`src/rtl/acia_fifo.sv`:
```
// acia_fifo: MC6850-style 8N1 serial ACIA with a programmable bit divisor and
// TX/RX FIFOs, for the 6502 peripheral bus.
module acia_fifo #(
  parameter int CLK_FREQ     = 4000000,
  parameter int DEFAULT_BAUD = 9600,
  parameter int FIFO_DEPTH   = 16,
  parameter int DIV_W        = 16
) (
  input  logic       clk,
  input  logic       reset_n,
  input  logic       cs_n,
  input  logic       we_n,
  input  logic [1:0] addr,
  input  logic [7:0] din,
  output logic [7:0] dout,
  input  logic       rx,
  output logic       tx,
  output logic       irq_n
);
  localparam int AW = $clog2(FIFO_DEPTH);
  localparam int CW = AW + 1;
  localparam logic [DIV_W-1:0] DIV_RST  = DIV_W'(CLK_FREQ / DEFAULT_BAUD - 1);
  localparam logic [DIV_W-1:0] DIV_MIN  = DIV_W'(15);
  localparam logic [CW-1:0]    CNT_FULL = CW'(FIFO_DEPTH);
  localparam logic [CW-1:0]    CNT_HALF = CW'(FIFO_DEPTH / 2);

  typedef enum logic [1:0] {S_IDLE, S_START, S_DATA, S_STOP} state_t;

  logic             r_rie;
  logic [1:0]       r_tc, r_cds;
  logic [DIV_W-1:0] r_div;
  logic [7:0]       r_dout, r_last;
  logic             r_ovr, r_fe;

  logic w_wr, w_rd, w_wr_ctrl, w_wr_data, w_rd_data, w_soft, w_irq;
  logic [DIV_W-1:0] w_per, w_half;
  logic [7:0]       w_status;

  assign w_wr      = ~cs_n & ~we_n;
  assign w_rd      = ~cs_n & we_n;
  assign w_wr_ctrl = w_wr & (addr == 2'd0);
  assign w_wr_data = w_wr & (addr == 2'd1);
  assign w_rd_data = w_rd & (addr == 2'd1);
  // Soft reset also acts on the very edge that programs it.
  assign w_soft    = (r_cds == 2'b11) | (w_wr_ctrl & (din[1:0] == 2'b11));
  assign w_per     = (r_div < DIV_MIN) ? DIV_MIN : r_div;
  assign w_half    = {1'b0, w_per[DIV_W-1:1]} + DIV_W'(w_per[0]) - DIV_W'(1);

  // TX FIFO
  logic [7:0]    r_txm [FIFO_DEPTH];
  logic [AW-1:0] r_tx_wp, r_tx_rp;
  logic [CW-1:0] r_tx_cnt;
  logic          w_tx_empty, w_tx_full, w_tx_push, w_tx_pop;
  logic [7:0]    w_tx_head;

  assign w_tx_empty = (r_tx_cnt == '0);
  assign w_tx_full  = (r_tx_cnt == CNT_FULL);
  assign w_tx_head  = r_txm[r_tx_rp];
  assign w_tx_push  = w_wr_data & (~w_tx_full | w_tx_pop) & ~w_soft;

  always_ff @(posedge clk) begin
    if (w_tx_push) r_txm[r_tx_wp] <= din;
  end

  always_ff @(posedge clk or negedge reset_n) begin
    if (!reset_n) begin
      r_tx_wp  <= '0;
      r_tx_rp  <= '0;
      r_tx_cnt <= '0;
    end else if (w_soft) begin
      r_tx_wp  <= '0;
      r_tx_rp  <= '0;
      r_tx_cnt <= '0;
    end else begin
      if (w_tx_push) r_tx_wp <= r_tx_wp + AW'(1);
      if (w_tx_pop)  r_tx_rp <= r_tx_rp + AW'(1);
      r_tx_cnt <= r_tx_cnt + CW'(w_tx_push) - CW'(w_tx_pop);
    end
  end

  // RX FIFO
  logic [7:0]    r_rxm [FIFO_DEPTH];
  logic [AW-1:0] r_rx_wp, r_rx_rp;
  logic [CW-1:0] r_rx_cnt;
  logic          w_rx_empty, w_rx_full, w_rx_push, w_rx_push_ok, w_rx_pop, w_ovr_set, w_fe_set;
  logic [7:0]    w_rx_head;

  assign w_rx_empty   = (r_rx_cnt == '0);
  assign w_rx_full    = (r_rx_cnt == CNT_FULL);
  assign w_rx_head    = r_rxm[r_rx_rp];
  assign w_rx_pop     = w_rd_data & ~w_rx_empty & ~w_soft;
  assign w_rx_push_ok = w_rx_push & (~w_rx_full | w_rx_pop);
  assign w_ovr_set    = w_rx_push & w_rx_full & ~w_rx_pop;

  logic [7:0] r_rx_shift;

  always_ff @(posedge clk) begin
    if (w_rx_push_ok) r_rxm[r_rx_wp] <= r_rx_shift;
  end

  always_ff @(posedge clk or negedge reset_n) begin
    if (!reset_n) begin
      r_rx_wp  <= '0;
      r_rx_rp  <= '0;
      r_rx_cnt <= '0;
    end else if (w_soft) begin
      r_rx_wp  <= '0;
      r_rx_rp  <= '0;
      r_rx_cnt <= '0;
    end else begin
      if (w_rx_push_ok) r_rx_wp <= r_rx_wp + AW'(1);
      if (w_rx_pop)     r_rx_rp <= r_rx_rp + AW'(1);
      r_rx_cnt <= r_rx_cnt + CW'(w_rx_push_ok) - CW'(w_rx_pop);
    end
  end

  // TX FSM
  state_t           r_tx_state, w_tx_state_nx;
  logic [DIV_W-1:0] r_tx_bcnt, w_tx_bcnt_nx;
  logic [2:0]       r_tx_bit, w_tx_bit_nx;
  logic [7:0]       r_tx_shift, w_tx_shift_nx;
  logic             r_tx_line, w_tx_line_nx;

  always_ff @(posedge clk or negedge reset_n) begin
    if (!reset_n) begin
      r_tx_state <= S_IDLE;
      r_tx_bcnt  <= '0;
      r_tx_bit   <= '0;
      r_tx_shift <= '0;
      r_tx_line  <= 1'b1;
    end else begin
      r_tx_state <= w_tx_state_nx;
      r_tx_bcnt  <= w_tx_bcnt_nx;
      r_tx_bit   <= w_tx_bit_nx;
      r_tx_shift <= w_tx_shift_nx;
      r_tx_line  <= w_tx_line_nx;
    end
  end

  always_comb begin
    w_tx_state_nx = r_tx_state;
    w_tx_bcnt_nx  = r_tx_bcnt;
    w_tx_bit_nx   = r_tx_bit;
    w_tx_shift_nx = r_tx_shift;
    w_tx_line_nx  = r_tx_line;
    w_tx_pop      = 1'b0;
    if (w_soft) begin
      w_tx_state_nx = S_IDLE;
      w_tx_bcnt_nx  = '0;
      w_tx_bit_nx   = '0;
      w_tx_line_nx  = 1'b1;
    end else begin
      unique case (r_tx_state)
        S_IDLE: begin
          if (!w_tx_empty) begin
            w_tx_pop      = 1'b1;
            w_tx_state_nx = S_START;
            w_tx_shift_nx = w_tx_head;
            w_tx_bcnt_nx  = w_per;
            w_tx_line_nx  = 1'b0;
          end
        end
        S_START: begin
          if (r_tx_bcnt == '0) begin
            w_tx_state_nx = S_DATA;
            w_tx_line_nx  = r_tx_shift[0];
            w_tx_bcnt_nx  = w_per;
            w_tx_bit_nx   = '0;
          end else w_tx_bcnt_nx = r_tx_bcnt - DIV_W'(1);
        end
        S_DATA: begin
          if (r_tx_bcnt == '0) begin
            w_tx_bcnt_nx = w_per;
            if (r_tx_bit == 3'd7) begin
              w_tx_state_nx = S_STOP;
              w_tx_line_nx  = 1'b1;
            end else begin
              w_tx_bit_nx   = r_tx_bit + 3'd1;
              w_tx_shift_nx = {1'b0, r_tx_shift[7:1]};
              w_tx_line_nx  = r_tx_shift[1];
            end
          end else w_tx_bcnt_nx = r_tx_bcnt - DIV_W'(1);
        end
        S_STOP: begin
          if (r_tx_bcnt == '0) begin
            if (!w_tx_empty) begin
              w_tx_pop      = 1'b1;
              w_tx_state_nx = S_START;
              w_tx_shift_nx = w_tx_head;
              w_tx_bcnt_nx  = w_per;
              w_tx_line_nx  = 1'b0;
            end else w_tx_state_nx = S_IDLE;
          end else w_tx_bcnt_nx = r_tx_bcnt - DIV_W'(1);
        end
        default: w_tx_state_nx = S_IDLE;
      endcase
    end
  end

  // RX synchroniser and FSM
  logic             r_rx_s1, r_rx_s2, r_rx_s3;
  state_t           r_rx_state, w_rx_state_nx;
  logic [DIV_W-1:0] r_rx_bcnt, w_rx_bcnt_nx;
  logic [2:0]       r_rx_bit, w_rx_bit_nx;
  logic [7:0]       w_rx_shift_nx;

  always_ff @(posedge clk or negedge reset_n) begin
    if (!reset_n) begin
      r_rx_s1    <= 1'b1;
      r_rx_s2    <= 1'b1;
      r_rx_s3    <= 1'b1;
      r_rx_state <= S_IDLE;
      r_rx_bcnt  <= '0;
      r_rx_bit   <= '0;
      r_rx_shift <= '0;
    end else begin
      r_rx_s1    <= rx;
      r_rx_s2    <= r_rx_s1;
      r_rx_s3    <= r_rx_s2;
      r_rx_state <= w_rx_state_nx;
      r_rx_bcnt  <= w_rx_bcnt_nx;
      r_rx_bit   <= w_rx_bit_nx;
      r_rx_shift <= w_rx_shift_nx;
    end
  end

  always_comb begin
    w_rx_state_nx = r_rx_state;
    w_rx_bcnt_nx  = r_rx_bcnt;
    w_rx_bit_nx   = r_rx_bit;
    w_rx_shift_nx = r_rx_shift;
    w_rx_push     = 1'b0;
    w_fe_set      = 1'b0;
    if (w_soft) begin
      w_rx_state_nx = S_IDLE;
      w_rx_bcnt_nx  = '0;
      w_rx_bit_nx   = '0;
    end else begin
      unique case (r_rx_state)
        S_IDLE: begin
          if (r_rx_s3 & ~r_rx_s2) begin
            w_rx_state_nx = S_START;
            w_rx_bcnt_nx  = w_half;
          end
        end
        S_START: begin
          if (r_rx_bcnt == '0) begin
            if (r_rx_s2) w_rx_state_nx = S_IDLE;
            else begin
              w_rx_state_nx = S_DATA;
              w_rx_bcnt_nx  = w_per;
              w_rx_bit_nx   = '0;
            end
          end else w_rx_bcnt_nx = r_rx_bcnt - DIV_W'(1);
        end
        S_DATA: begin
          if (r_rx_bcnt == '0) begin
            w_rx_shift_nx = {r_rx_s2, r_rx_shift[7:1]};
            w_rx_bcnt_nx  = w_per;
            if (r_rx_bit == 3'd7) w_rx_state_nx = S_STOP;
            else w_rx_bit_nx = r_rx_bit + 3'd1;
          end else w_rx_bcnt_nx = r_rx_bcnt - DIV_W'(1);
        end
        S_STOP: begin
          if (r_rx_bcnt == '0) begin
            w_rx_push     = 1'b1;
            w_fe_set      = ~r_rx_s2;
            w_rx_state_nx = S_IDLE;
          end else w_rx_bcnt_nx = r_rx_bcnt - DIV_W'(1);
        end
        default: w_rx_state_nx = S_IDLE;
      endcase
    end
  end

  // Control, divisor, flags, read data
  always_ff @(posedge clk or negedge reset_n) begin
    if (!reset_n) begin
      r_rie <= 1'b0;
      r_tc  <= '0;
      r_cds <= '0;
      r_div <= DIV_RST;
    end else if (w_wr) begin
      unique case (addr)
        2'd0: begin
          r_rie <= din[7];
          r_tc  <= din[6:5];
          r_cds <= din[1:0];
        end
        2'd2:    r_div[7:0]       <= din;
        2'd3:    r_div[DIV_W-1:8] <= din[DIV_W-9:0];
        default: ;
      endcase
    end
  end

  always_ff @(posedge clk or negedge reset_n) begin
    if (!reset_n) begin
      r_ovr <= 1'b0;
      r_fe  <= 1'b0;
    end else if (w_soft) begin
      r_ovr <= 1'b0;
      r_fe  <= 1'b0;
    end else begin
      if (w_rd_data) begin
        r_ovr <= 1'b0;
        r_fe  <= 1'b0;
      end
      if (w_ovr_set) r_ovr <= 1'b1;
      if (w_fe_set)  r_fe  <= 1'b1;
    end
  end

  assign w_irq    = (r_rie & (~w_rx_empty | r_ovr)) | ((r_tc == 2'b01) & ~w_tx_full);
  assign w_status = {w_irq, 1'b0, r_ovr, r_fe, (r_rx_cnt >= CNT_HALF), w_tx_full, ~w_tx_full, ~w_rx_empty};

  always_ff @(posedge clk or negedge reset_n) begin
    if (!reset_n) begin
      r_dout <= '0;
      r_last <= '0;
    end else begin
      if (w_rx_pop) r_last <= w_rx_head;
      if (w_rd) begin
        unique case (addr)
          2'd0:    r_dout <= w_status;
          2'd1:    r_dout <= w_rx_pop ? w_rx_head : r_last;
          2'd2:    r_dout <= r_div[7:0];
          default: r_dout <= 8'(r_div[DIV_W-1:8]);
        endcase
      end
    end
  end

  assign dout  = r_dout;
  assign tx    = r_tx_line;
  assign irq_n = ~w_irq;

endmodule

```
`config.mk`:
```
export PLATFORM = sky130hd
export DESIGN_NAME = acia_fifo
export DESIGN_NICKNAME = d
export VERILOG_FILES = /design/src/rtl/acia_fifo.sv
export SDC_FILE = /design/constraint.sdc
export NUM_CORES = 1
export LEC_CHECK = 0
export BUFFER_PORTS_ARGS = -buffer_cell sky130_fd_sc_hd__buf_2
export CORE_ASPECT_RATIO = 0.8
export CORE_UTILIZATION = 43
export CTS_BUF_LIST = sky130_fd_sc_hd__clkbuf_4
export CTS_CLUSTER_SIZE = 25
export DETAILED_ROUTE_END_ITERATION = 12
export GPL_ROUTABILITY_DRIVEN = 0
export SYNTH_ARGS = -nofsm -noshare
export SYNTH_HDL_FRONTEND = slang
export SYNTH_SLANG_ARGS = --single-unit
export TNS_END_PERCENT = 20
```
`constraint.sdc`:
```
create_clock -name clk -period 4 [get_ports clk]
set_input_delay 0 -clock clk [delete_from_list [all_inputs] [get_ports clk]]
set_output_delay 0 -clock clk [all_outputs]
set_load 0.01 [all_outputs]
```
---- After elaboration in Yosys (flattened, before gate mapping) ----
Memories as Yosys holds them, arrays and structs flattened.
Index checks and enable logic that the tools add are counted.
storage, ports and cells
  bits in registers ....................... 127
  bits in writable memories ............... 256
  output and inout port bits .............. 10
  input bits .............................. 15
  logic and storage cells ................. 220
  memories ................................ 2
operators by class
  reductions and logical operators ........ 28
  bitwise operators ....................... 30
  mux-type cells .......................... 83
  add/sub/neg operators ................... 14
  equal/unequal tests ..................... 34
  order comparisons ....................... 2
memory list
  memory  words  width  rd ports  clocked after Yosys merged registers in  wr ports  RTL line  RTL
  r_rxm   16     8      1         0                                        1         82        logic [7:0] r_rxm [FIFO_DEPTH];
  r_txm   16     8      1         0                                        1         50        logic [7:0] r_txm [FIFO_DEPTH];
operators with widths
  operator                                              number
  two-way mux 16 bit                                    11
  one-hot mux 16 bit (4 select lines)                   1
  one-hot mux 16 bit (3 select lines)                   1
  one-hot mux 8 bit (3 select lines)                    2
  subtractor 16 x 1 -> 16 bit (second input constant)   3
  inequality test 3 bit (second input constant)         14
  two-way mux 8 bit                                     5
  zero test 16 bit                                      2
  two-way mux 4 bit                                     8
  two-way mux 3 bit                                     9
  two-way mux 2 bit                                     13
  two-way mux 1 bit                                     25
  AND reduction 5 bit                                   4
  adder 15 x 1 -> 16 bit                                1
  adder 4 x 1 -> 4 bit (second input constant)          4
  bitwise AND 1 bit                                     16
  equality test 2 bit (second input constant)           8
  < comparator 16 x 4 -> 1 bit (second input constant)  1
  one-hot mux 2 bit (4 select lines)                    2
  nonzero test 3 bit                                    5
  one-hot mux 3 bit (2 select lines)                    2
  adder 5 x 1 -> 5 bit                                  2
  equality test 5 bit (second input constant)           2
  zero test 5 bit                                       2
  18 further kinds                                      48

---- Depth between registers and ports, before layout ----
Gate-level depths: netlist (run 1).
  word-level depth ........................ 12
  gate-level depth with buffers ........... 18
  mapped depth without buffers ............ 17

---- Worst setup path after synthesis (run 1) ----
OpenSTA, ideal clock, no wires.
  kind .................................... flip-flop to flip-flop
  start point ............................. register r_div[7]
  end point ............................... register r_rx_bcnt[10]
  data required time ...................... 3.878 ns
  stages on the path, launching flop included .. 11
  buffers on the path ..................... 1
  period minus slack after synthesis ...... 3.402 ns
  setup time .............................. 0.122 ns
  arrival time ............................ 3.281 ns
  setup slack ............................. 0.598 ns
  cell sequence ........................... dfstp_2 clkbuf_1 nor3_2 a41oi_1 ha_1 ha_1 or4b_1 or4_1 nor4_1 mux2_2 a32o_1
on the way
  word-level cells in the longest chain between the ends .. 7
  elaborated cells on any way between the ends .. 10
  classes of those cells .................. add/sub (2); order compare (1); mux (7)
ends and longest elaborated chain
  item                                   RTL line  RTL
  from (decl)                            31        logic [DIV_W-1:0] r_div;
  from (signal assigned)                 290       2'd2: r_div[7:0] <= din;
  from (signal, indexed assignment)      291       2'd3: r_div[DIV_W-1:8] <= din[DIV_W-9:0];
  < comparator 16 x 4 -> 1 bit           46        assign w_per = (r_div < DIV_MIN) ? DIV_MIN : r_div;
  two-way mux 16 bit *                   46
  adder 15 x 1 -> 16 bit                 47        assign w_half = {1'b0, w_per[DIV_W-1:1]} + DIV_W'(w_per[0]) - DIV_W'(1);
  subtractor 16 x 1 -> 16 bit            47
  two-way mux 16 bit                     241       if (r_rx_s3 & ~r_rx_s2) begin
  one-hot mux 16 bit (4 select lines) *  239       unique case (r_rx_state)
  two-way mux 16 bit *                   234       if (w_soft) begin
  to (signal assigned)                   221       r_rx_bcnt <= w_rx_bcnt_nx;
  to (decl)                              203       logic [DIV_W-1:0] r_rx_bcnt, w_rx_bcnt_nx;
Mark *: on every way between the ends. The rest lies on a longest branch, timed or not. The select of a mux whose other input is x is not followed.
A chain may end at the register's enable or synchronous reset.

---- Worst setup path after layout (run 1) ----
  start point ............................. register r_div[13]
  end point ............................... register r_rx_bcnt[13]
The elaborated chain is that of the path after synthesis.

==> impl_metrics.toml, run 1 <==
[logic_synthesis]
avgSynthCellArea_um2 = 13.67
yosys_register_bits = 383
synth_ff_type = "edfxtp_1"
postSynthCellCount = 1328
synth.area.top_cells = "edfxtp_1, dfrtp_1, mux4_2"
syn_area_um2 = 18150
synth_commonest_cells = "edfxtp_1, dfrtp_1, nand2_1"
synth_warnings = 0
netlist.area_leader.share_pct = 42.36
synth_edf_count = 256
synth_most_common_cell = "edfxtp_1"
synth_seq_area_share_pct = 59.94
syn_nets = 1389
yosysUniqueCellTypes = 91
async_flop_share_pct = 33.16
synth_top_cell_by_area = "edfxtp_1"

[cts]
clkTransAtPathRegs_ns = 0.07
ctsResizeCount = 0
htree_num_levels = 3
clkLatencyLatePin_ns = 0.84
cts_buffer_depth = 3
root_buffer = "clkbuf_4"
cts.sinks = 383
cts_tree = "yes"
numCtsBuffers = 98

[place]
port_buffers = 24
dp_hpwl_mm = 29.21
dp_slack_ns = 0.5237
postPlaceCellArea_um2 = 18990

[worst_setup_path]
reg2reg_from = "r_div[13]$_DFFE_PN0P_"
startpoint_type = "flip-flop"
reg2reg_setup_slack_ns = 0.41
worstPathRequired_ns = 4.73
cp-end-kind = "flip-flop"
critical_path_class = "reg2reg"
r2r-end = "r_rx_bcnt[13]$_DFFE_PN0P_"
path_max_fanout = 10
cp.arrival_ns = 4.32
reg2regPathDepth = 8

[timing]
hold_ws_ns = 0.1722
fin_tns_setup_ns = 0
finalHoldViolCount = 0
grt_setup_unrepaired = "false"
max_freq_ghz = 0.2789
slew_headroom_pct = 25.86
finalClockSkew_ns = 0.05568
layout_setup_ws_ns = 0.4142
finalSetupViolations = 0
min_period_ns = 3.586
fin_crit_sh_pct = 89.65
worst_pin_slew_ns = 1.104
timing.final.max_slew_violations = 0

[cells_and_area]
nFillCells = 3607
syn2layout_area_growth_pct = 13.20
register_area_um2 = 10880
multiInputGateArea_um2 = 6725
nets = 1500
final_cell_area_um2 = 20540
layout-drive-gt1-share_pct = 25.56

[power_and_ir_drop]
p_clk_share_pct = 25.9
p_seq_share_pct = 38.9
vdd_drop_max_mv = 0.2624
p_switching_mw = 4.835
power_leakage_nw = 7.658
sw_frac_of_total_pct = 36.07
p_comb_share_pct = 35.2
p_int_mw = 8.569
power_density_nw_per_um2 = 652.5
power.total_mw = 13.40

[global_routing]
grt_usage_pct = 21.71
grt_max_degree = 59
grt_pass1_vias = 12130
grt_pass1_wl_mm = 71.08
grt_overflow = 0
antenna_found_initial = 2

[route]
vias = 12120
drc = 0
first_iter_violations = 1165
drt_pass1_iterations = 7
post_drt_wl_per_cell_um = 21.77
ant_nets = 0
viasPerCell = 5.856
drt_wl_total_mm = 45.07

[run_status]
status = "finished clean"

[floorplanning]
coreArea_um2 = 41120
die_h_um = 185.8
std_cell_rows = 66
start_util_pct = 44.13
fp.dieW_um = 231.7
dieArea_um2 = 43040
ios = 25

[worst_hold_path]
hold_path_depth = 2
worstHoldStart = "din[2]"
whs_endpoint = "r_txm[3][2]$_DFFE_PP_"
hp-class = "in2reg"

[job]
maxCapViolCount = 0
[cell families (layout without fill, tap and decap cells)]
| family | count (synthesis) | after routing | synth area share [%] |
|---|---|---|---|
| DFF | 383 | 383 | 59.94 |
| AOI/OAI and AO/OA | 299 | 299 | 11.78 |
| and+or+nand+nor | 312 | 312 | 9.604 |
| buffers and inverters | 131 | 325 | 3.068 |
| adders and majority gates | 46 | 46 | 3.254 |
| xor gates and xnor gates | 21 | 21 | 1.013 |
| other | 0 | 4 | 0 |
| muxes | 136 | 136 | 11.33 |
[cell type report]
type	count	share of cell area, %
flip-flops and latches	383	52.97
repair buffers	99	3.758
well taps	544	3.313
inverters	43	0.7856
multi-input cells	814	32.73
diodes	4	0.04872
clock buffers	154	5.627
clock inverters	29	0.7674
[worst max-delay path: stages (launching register included)]
cell and delay (ns):
dfrtp_1 0.55, nor3_1 0.19, a41oi_1 0.31, ha_1 0.21, or3b_4 0.41, or4b_1 0.64, or4b_1 0.53, o211ai_1 0.39
a32o_1 0.24
[power by group through the flow]
stage               clock [mW]  combinational, mW  sequential [mW]
floorplan                    0               3.62             4.98
finish                    3.47               4.72             5.21
detailed placement           0               4.64             5.28
CTS                       3.57               4.69             5.20
global placement             0               4.61             5.26
global route              3.77               5.19             5.29
[cells in the final DEF (no fill, tap or decap), types with 14 or more instances in the layout]
cell	instances
a211oi_1	14
xor2_1	14
a21oi_1	53
a221oi_1	17
buf_4	53
and3_1	15
dlygate4sd3_1	20
a22oi_1	20
buf_2	23
and2_1	19
mux2i_1	39
o21ai_0	52
nor3_1	26
nor2_1	64
ha_1	44
edfxtp_1	256
dfrtp_1	114
clkbuf_4	154
nand2_1	69
nand3_1	18
inv_1	38
clkinv_1	23
mux4_2	51
mux2_2	46
nor4_1	16
[layer usage]
layer / routed length, µm / GRT usage [%] / vias to the layer above
met2: 20200 / 32.87 / 433
li1: - / - / 5520
met3: 2892 / 4.335 / 91
met4: 955 / 7.026 / 0
met1: 21020 / 31.30 / 6078
met5: 0 / 0 / -
[per-stage QoR]
stage,utilization (%),std cells
floorplan,-,1328
global placement,46.18,1862
detailed placement,46.18,1862
CTS,49.93,2066
global route,49.95,2068
finish,49.96,2070
[registers in the layout (all words and copies together) (netlist names), 2 cells and up]
register,cells
r_rxm,128
r_txm,128
r_div,16
r_rx_bcnt,16
r_tx_bcnt,16
dout,8
r_last,8
r_rx_shift,8
r_tx_shift,8
r_rx_cnt,5
r_tx_cnt,5
r_rx_rp,4
r_rx_wp,4
r_tx_rp,4
r_tx_wp,4
r_rx_bit,3
r_tx_bit,3
r_cds,2
r_rx_state,2
r_tc,2
r_tx_state,2
[how the worst max path moves through the flow]
| stage | startpoint | end | slack (ns) | cells after the start |
|---|---|---|---|---|
| after detailed placement | r_rx_bcnt[0]$_DFFE_PN0P_ | r_rx_cnt[4]$_DFF_PN0_ | 0.52 | 16 |
| after CTS | r_tx_state[0]$_DFFE_PN0P_ | r_tx_cnt[4]$_DFF_PN0_ | 0.47 | 16 |
| after floorplan | r_div[7]$_DFFE_PN1P_ | r_rx_bcnt[10]$_DFFE_PN0P_ | 0.60 | 10 |
| after global placement | r_rx_bcnt[0]$_DFFE_PN0P_ | r_rx_cnt[4]$_DFF_PN0_ | 0.66 | 16 |
| after global routing | r_tx_state[0]$_DFFE_PN0P_ | r_tx_cnt[4]$_DFF_PN0_ | 0.11 | 16 |
| final | r_div[13]$_DFFE_PN0P_ | r_rx_bcnt[13]$_DFFE_PN0P_ | 0.41 | 8 |
[repair_timing]
action / 4_1_cts / 5_1_grt
buffers inserted: 0 / 0
endpoints found under the hold margin: 293 / 0
hold buffers: 21 / 0
Power figures use the tool's default switching activity.
==> inputs of run 2 (changes only) <==
CTS_BUF_LIST = sky130_fd_sc_hd__clkbuf_2   (was sky130_fd_sc_hd__clkbuf_4)
==> run 2 against run 1 <==
  * Fmax is 4.6% lower
  * Register-to-register slack hardly changed
  * Worst setup slack worse by 0.17 ns
  * Critical endpoint is now r_rx_cnt[4]$_DFF_PN0_
  * Largest cell class unchanged
  * Largest power group unchanged
==> impl_metrics.toml, run 2 (synthesized netlist as in run 1, its figures left out) <==
[power_and_ir_drop]
power_leakage_nw = 7.689
p_seq_share_pct = 40.8
power_density_nw_per_um2 = 625.3
vdd_drop_max_mv = 0.2498
power.total_mw = 12.75
p_clk_share_pct = 21.8
p_int_mw = 7.895
p_comb_share_pct = 37.4
p_switching_mw = 4.857
sw_frac_of_total_pct = 38.09

[global_routing]
grt_usage_pct = 22.26
grt_pass1_vias = 12170
grt_overflow = 0
grt_pass1_wl_mm = 72.64
antenna_found_initial = 3
grt_max_degree = 67

[cts]
cts_tree = "yes"
cts.sinks = 383
ctsResizeCount = 0
clkLatencyLatePin_ns = 1.04
numCtsBuffers = 95
cts_buffer_depth = 3
htree_num_levels = 3
post-cts-setup-buffer-count = 0
root_buffer = "clkbuf_2"
clkTransAtPathRegs_ns = 0.11

[floorplanning]
start_util_pct = 44.13
coreArea_um2 = 41120
ios = 25
fp.dieW_um = 231.7
die_h_um = 185.8
std_cell_rows = 66
dieArea_um2 = 43040

[route]
vias = 12280
post_drt_wl_per_cell_um = 22.26
first_iter_violations = 1191
drt_pass1_iterations = 5
ant_nets = 0
drt_wl_total_mm = 46.44
drc = 0
viasPerCell = 5.885

[job]
maxCapViolCount = 0

[cells_and_area]
register_area_um2 = 10880
nets = 1521
multiInputGateArea_um2 = 6725
final_cell_area_um2 = 20390
layout_commonest_cell = "edfxtp_1"
syn2layout_area_growth_pct = 12.38
top_regs = "r_rxm (128), r_txm (128)"
nFillCells = 3628
most-common-layout-cells = "edfxtp_1, clkbuf_2, dfrtp_1"
layout-drive-gt1-share_pct = 25.13
utilization_pct = 49.59

[worst_setup_path]
worstPathRequired_ns = 4.92
path_max_fanout = 13
startpoint_type = "input port"
critical_path_class = "in2reg"
cp.arrival_ns = 4.68
crit_chain = "dlygate4sd3_1 > dlygate4sd3_1 > buf_2 > dlygate4sd3_1 > nor2b_1 > buf_4 > nand3_1 > a2111oi_4 > inv_2 > ha_1 > inv_1 > ha_1 > inv_1 > fa_1 > inv_1 > a21oi_1 > nor2_1 > or3_1 > a21oi_1"
path_delay_family = "buffers and inverters"
critPathBufInv = 9
slowest_stage = "dlygate4sd3_1"
cpPeakStageDelay_ns = 0.63
cp-end-kind = "flip-flop"
reg2reg_from = "r_div[13]$_DFFE_PN0P_"
crit_path_start = "we_n"

[timing]
max_freq_ghz = 0.2661
min_period_ns = 3.759
fin_crit_sh_pct = 93.97
slew_headroom_pct = 35.75
timing.final.max_slew_violations = 0
layout_setup_ws_ns = 0.2413
grt_setup_unrepaired = "false"
finalHoldViolCount = 0
fin_tns_setup_ns = 0
finalSetupViolations = 0
finalClockSkew_ns = 0.1187
worst_pin_slew_ns = 0.9516

[run_status]
status = "finished clean"

[place]
port_buffers = 24
dp_slack_ns = 0.5237
dp_hpwl_mm = 29.21
postPlaceCellArea_um2 = 18990

[worst_hold_path]
worstHoldStart = "rx"
hp-class = "in2reg"
## run 2: per-layer routing
metal / up-vias / share of wire, % / GRT usage, %
met5: - / 0 / 0
met4: 0 / 1.9 / 6.947
met3: 71 / 7.5 / 4.473
met2: 505 / 45 / 33.79
met1: 6159 / 46 / 32.12
li1: 5542 / - / -
## run 2: final cells by class
| cell class | count | area share [%] |
|---|---|---|
| Multi-Input combinational cell | 814 | 32.98 |
| Clock buffer | 151 | 3.706 |
| Inverter | 43 | 0.7914 |
| Tap cell | 544 | 3.337 |
| Timing Repair Buffer | 123 | 4.963 |
| Sequential cell | 383 | 53.36 |
| Antenna cell | 2 | 0.02454 |
| Clock inverter | 26 | 0.8466 |
## run 2: what timing repair did
item                       in CTS  in global routing
hold endpoints to repair      345                  0
setup endpoints to repair       0                  0
hold buffers                   45                  0
## run 2: final timing paths
kind / slack (ns) / cells past startpoint / endpoint
setup / recovery: 0.24 / 19 / r_rx_cnt[4]$_DFF_PN0_
hold / removal: 0.18 / 3 / r_rx_s1$_DFF_PN1_
setup reg to reg: 0.42 / 8 / r_rx_bcnt[13]$_DFFE_PN0P_
hold reg to reg: 0.37 / 0 / r_rx_s2$_DFF_PN1_
max in group asynchronous: 2.62 / 6 / r_rx_bcnt[7]$_DFFE_PN0P_
min in group asynchronous: 0.65 / 5 / r_tc[0]$_DFFE_PN0P_
## run 2: stage by stage
step | hold WS (ns) | std cells
3_5_place_dp | 0.06693 | 1862
6_report | 0.1808 | 2086
2_1_floorplan | -0.2956 | 1328
4_1_cts | 0.01951 | 2084
3_3_place_gp | 0.07131 | 1862
5_1_grt | 0.04062 | 2086
## run 2: worst register-to-register path, cell delays in order (launching register included)
cell and delay, ns:
dfrtp_1 0.56, nor3_1 0.19, a41oi_1 0.31, ha_1 0.21, or3b_4 0.41, or4b_1 0.63
or4b_1 0.51, o211ai_1 0.40, a32o_1 0.25
## run 2: power groups by stage
| stage | Clock [mW] | Sequential, mW | Combinational (mW) |
|---|---|---|---|
| 2_1_floorplan | 0 | 4.98 | 3.62 |
| 3_3_place_gp | 0 | 5.26 | 4.61 |
| 3_5_place_dp | 0 | 5.28 | 4.64 |
| 4_1_cts | 2.87 | 5.20 | 4.71 |
| 5_1_grt | 3.07 | 5.29 | 5.22 |
| 6_report | 2.78 | 5.20 | 4.77 |
